$ cat src/rtl/m_cp0.sv
// m_cp0: coprocessor 0 for the M stage. Holds SR, Cause, EPC and PRId,
// raises the flush/redirect request (IntReq) and serves mfc0/mtc0/eret.
// Handshake note: there is no valid/ready pairing here. Every input is
// qualified by the pipeline each cycle. IntReq is a one-cycle combinational
// request, and the pipeline controller acts on it at the same rising edge
// where this block records the exception.
module m_cp0 #(
  parameter logic [31:0] PRID = 32'h0000_0290
) (
  input  logic        clk,
  input  logic        reset,
  input  logic [4:0]  A1,
  input  logic [4:0]  A2,
  input  logic [31:0] DIn,
  input  logic        WE,
  input  logic        EXLClr,
  input  logic [31:0] PC,
  input  logic        BD,
  input  logic        ExcGot,
  input  logic [4:0]  ExcCode,
  input  logic [5:0]  HWInt,
  output logic        IntReq,
  output logic [31:0] EPC,
  output logic [31:0] DOut
);

  localparam logic [4:0] REG_SR    = 5'd12;
  localparam logic [4:0] REG_CAUSE = 5'd13;
  localparam logic [4:0] REG_EPC   = 5'd14;
  localparam logic [4:0] REG_PRID  = 5'd15;

  // SR fields
  logic [5:0]  im_q, im_d;
  logic        exl_q, exl_d;
  logic        ie_q, ie_d;
  // Cause fields
  logic        bd_q, bd_d;
  logic [5:0]  ip_q, ip_d;
  logic [4:0]  code_q, code_d;
  // EPC, kept word aligned
  logic [31:0] epc_q, epc_d;

  logic        int_pend;
  logic        exc_pend;
  logic [31:0] pc_word;
  logic [31:0] sr_val;
  logic [31:0] cause_val;

  // Request logic: interrupts and exceptions are both masked while EXL is set.
  always_comb begin
    int_pend = (|(HWInt & im_q)) & ie_q & ~exl_q;
    exc_pend = ExcGot & ~exl_q;
    IntReq   = (int_pend | exc_pend) & reset;
    pc_word  = {PC[31:2], 2'b00};
  end

  // Next state. A taken request squashes the M instruction, so its mtc0/eret is dropped.
  always_comb begin
    im_d   = im_q;
    exl_d  = exl_q;
    ie_d   = ie_q;
    bd_d   = bd_q;
    ip_d   = HWInt;
    code_d = code_q;
    epc_d  = epc_q;
    if (IntReq) begin
      exl_d  = 1'b1;
      bd_d   = BD;
      code_d = int_pend ? 5'd0 : ExcCode;
      epc_d  = BD ? (pc_word - 32'd4) : pc_word;
    end else begin
      if (WE && (A2 == REG_SR)) begin
        im_d  = DIn[15:10];
        exl_d = DIn[1];
        ie_d  = DIn[0];
      end
      if (WE && (A2 == REG_EPC)) begin
        epc_d = {DIn[31:2], 2'b00};
      end
      // eret is applied last, so EXL clears even when SR is written in the same cycle.
      if (EXLClr) begin
        exl_d = 1'b0;
      end
    end
  end

  // State register with synchronous active-low reset.
  always_ff @(posedge clk) begin
    if (!reset) begin
      im_q   <= '0;
      exl_q  <= 1'b0;
      ie_q   <= 1'b0;
      bd_q   <= 1'b0;
      ip_q   <= '0;
      code_q <= '0;
      epc_q  <= '0;
    end else begin
      im_q   <= im_d;
      exl_q  <= exl_d;
      ie_q   <= ie_d;
      bd_q   <= bd_d;
      ip_q   <= ip_d;
      code_q <= code_d;
      epc_q  <= epc_d;
    end
  end

  // mfc0 read mux. There is no bypass, so this always returns the current state.
  always_comb begin
    sr_val    = {16'h0000, im_q, 8'h00, exl_q, ie_q};
    cause_val = {bd_q, 15'h0000, ip_q, 3'b000, code_q, 2'b00};
    EPC       = epc_q;
    case (A1)
      REG_SR:    DOut = sr_val;
      REG_CAUSE: DOut = cause_val;
      REG_EPC:   DOut = epc_q;
      REG_PRID:  DOut = PRID;
      default:   DOut = 32'h0000_0000;
    endcase
  end

endmodule

$ cat config.mk
export PLATFORM = sky130hd
export DESIGN_NAME = m_cp0
export DESIGN_NICKNAME = d
export VERILOG_FILES = /design/src/rtl/m_cp0.sv
export SDC_FILE = /design/constraint.sdc
export NUM_CORES = 1
export LEC_CHECK = 0
export CAP_MARGIN = 20
export CORE_AREA = 8 8 99 101
export DETAILED_ROUTE_END_ITERATION = 8
export DIE_AREA = 0 0 107 109
export DONT_BUFFER_PORTS = 1
export PLACE_DENSITY = 0.63
export SLEW_MARGIN = 20
export SYNTH_ARGS = -nofsm -noshare
export SYNTH_HDL_FRONTEND = slang
export SYNTH_SLANG_ARGS = --single-unit
$ cat constraint.sdc
create_clock -name clk -period 2.3 [get_ports clk]
set_clock_uncertainty 0.2 [all_clocks]
set_input_delay 0.345 -clock clk [delete_from_list [all_inputs] [get_ports clk]]
set_output_delay 0.345 -clock clk [all_outputs]
set_load 0.01 [all_outputs]
==> summary.md <==
| Metric | Value |
|---|---|
| Outcome | complete, no violations |
| Crit Path Class | reg2out |
| Core region area | between 8000 and 9000 µm² |
| YS warnings | 0 |
| Post-Synth Adder-Cell Area | 0.003995 |
| Post-Synthesis Cells | 376 |
| Compound-cell area share of the yosys netlist | 0.1334 |
| Pre-CTS setup slack | between 100 and 150 ps |
| Tmin final | roughly 2100 ps |
| RSZ-0062 raised after global routing | false |
| Setup violators final | 0 |
| CTS clk-pin slew, worst paths | roughly 90 ps |
| Max-capacitance violation count | 0 |
| Ant diodes | 0 |
| CTS Buffer Depth | 2 |
| Synth top area cells | dfxtp_1, mux2i_1, mux2_2 |
| Vias/cell | 5.524 |
| Nets@finish | roughly 490 |
| Combinational family with the most area after synthesis | simple AND/OR/NAND/NOR gates |
| Clk root buf | clkbuf_8 |
| Leakage | around 0.0015 µW |
| Worst path arrival time | roughly 1600 ps |
| Slack of the worst reg-to-reg path | roughly 340 ps |
| Setup ws final | around 170 ps |
| CTS tree | built |
| Multiplexer share of the synthesized area | 0.1470 |
| F_max | about 470 MHz |
| Critical Path RT | ~1800 ps |
| Fillcell total | between 800 and 900 |
| Slew margin rel. | 0.5175 |
| Inserted Clock Buffers | 5 |
| Area of the multi-input gates | approximately 2000 µm² |
| Vias in the first global route | roughly 2.8k |
| H-tree depth | 2 |
| DRC | 0 |
| Routed wire length | between 10000 and 15000 µm |
| Avg Inst Size Synth | 8.329 µm² |
| Grt ovf | 0 |
| Routability Congestion | 0.7908 |
| Initial antenna violation count | 0 |
| Setup crit start kind | flop |
| Area growth syn-to-layout | 14.50% |
| Final Hold Viols | 0 |
| Detail Route Antenna Nets | 0 |
| Post-Synth Simple-Gate Area | 0.2737 |
| Commonest cells post-synth | dfxtp_1, nor2_1, nand2_1 |
| Post-synth EDFFs | 0 |
| Post-cts resize count | 0 |
| Yosys reg bits | 50 |
| Post-synthesis xor/xnor area fraction | 0.07551 |
| Unique masters post-synth | 45 |
| First-pass GRT wire length | about 15000 µm |
| Register area | around 1000 µm² |
| # IOs | between 150 and 200 |
| DR pass1 iterations | 4 |
| Buffers on Ports | 0 |
| Cell accounting for the most synthesized area | dfxtp_1 |
| DP HPWL | roughly 7600 µm |
| Critical Path Sink Type | output port |
| TNS Setup | 0 ps |
| Hold Path Class | in2reg |
| Worst-path maximum fanout | 10 |
| DR iter-0 viols | 132 |
| Power Density | ~510 nW/µm² |
| Pin count of the biggest net entering global routing | between 40 and 50 |
| Yosys top cell area share | 0.3196 |
| Die extent in x | between 100 and 150 µm |
| Worst-margin pin slew | approximately 720 ps |
| DIE AREA | approximately 12000 µm² |
| Sequential-to-total area share from yosys stat | 0.3196 |
| Clock Sinks | 50 |
| Main synth FF type | dfxtp_1 |
| Period utilization | 0.9282 |
| Die Height | roughly 110 µm |
| Insertion delay to the later sink of the worst-skew pair | roughly 290 ps |
| Cell area after synthesis | between 3000 and 4000 µm² |
| FP Rows | 34 |
| Utilization after layout | 0.4279 |
| WHS Path Cells | 2 |
| Share of cells above drive strength 1 | 0.1345 |
| Slew Limit Fails | 0 |
| Routed wire length per instance | between 15 and 20 µm |
| GRT Total Usage | 0.1627 |
| Async S/R FF share, synth | 0 |
| Via count | about 2.8k |
| Initial Utilization | 0.3737 |
| Worst Reg-to-Reg Cells | 7 |
| Most frequent cell after synthesis | dfxtp_1 |
| VDD IR max | around 0.00024 V |
final cells by class:
| cell class | count | area share |
|---|---|---|
| inverter | 6 | 0.006281 |
| clock inverter | 2 | 0.01047 |
| multi-input combinational | 295 | 0.5569 |
| clock buffer | 6 | 0.02024 |
| tap | 108 | 0.03768 |
| sequential | 50 | 0.2791 |
| timing repair buffer | 35 | 0.08932 |
worst max-delay path: stages, from the launching register on:
cell,delay [ps]
dfxtp_1,330
a22oi_1,280
nand4_1,170
nand2_1,140
inv_1,180
buf_4,200
cell families after synthesis:
group           Yosys count
fa+ha+maj                 1
simple gates            153
compound gates           68
other cells               1
flops                    50
mux                      44
buf+inv                  32
xor+xnor                 27
through the flow:
| step | total power (µW) | instances | cell area, µm² | hold slack [ps] |
|---|---|---|---|---|
| final | 1814 | 502 | 3586 | 18.12 |
| after global routing | 1912 | 502 | 3586 | 0.06140 |
| after CTS | 1837 | 501 | 3576 | 6.566 |
| after detailed placement | 1182 | 480 | 3326 | 252.1 |
| after global placement | 1177 | 480 | 3326 | 252.0 |
| after floorplan | 1142 | 377 | 3136 | 234.4 |
state kept, by name, summed over array words and instances, names as in the netlist:
name    flops
ie_q        1
exl_q       1
code_q      5
ip_q        6
bd_q        1
EPC        30
im_q        6
power by group:
part,total (µW),internal (µW),leakage [µW],switching [µW]
Sequential,961,910,0.000409,51.2
Clock,620,325,0.0000514,295
Combinational,233,120,0.00105,113
path summary, 6_finish.rpt:
| path | from | end |
|---|---|---|
| max | im_q[2] | IntReq |
| min | ExcCode[1] | code_q[1] |
| max reg2reg | exl_q | EPC[6] |
| min reg2reg | bd_q | bd_q |
cell usage in the layout (no fill, tap or decap), types with 4 or more instances in the layout:
cell and count:
o21ai_0 20, dfxtp_1 50, nor2b_1 15, a21oi_1 25, xnor2_1 10, nor2_1 32, buf_4 20, nand4_1 6
or3_1 4, nand3_1 7, nor4_1 5, dlygate4sd3_1 13, clkbuf_8 5, o211a_1 6, nand2_1 30, mux2_2 16
and3_1 7, and2_1 22, mux2i_1 28, xor2_1 17, inv_1 6, a22oi_1 13, nor3_1 5
routing by layer:
metal	wire, µm	track usage	vias to the layer above
met5	0	0	-
met4	111	0.03417	0
met3	963	0.06501	10
met2	4795	0.2709	118
met1	4146	0.1936	1304
li1	-	-	1341
what timing repair did:
action | 4_1_cts | 5_1_grt
buffers inserted | 0 | 0
hold endpoints to repair | 48 | 1
hold buffers | 13 | 1
No activity file was read; power rests on OpenSTA's default activity.
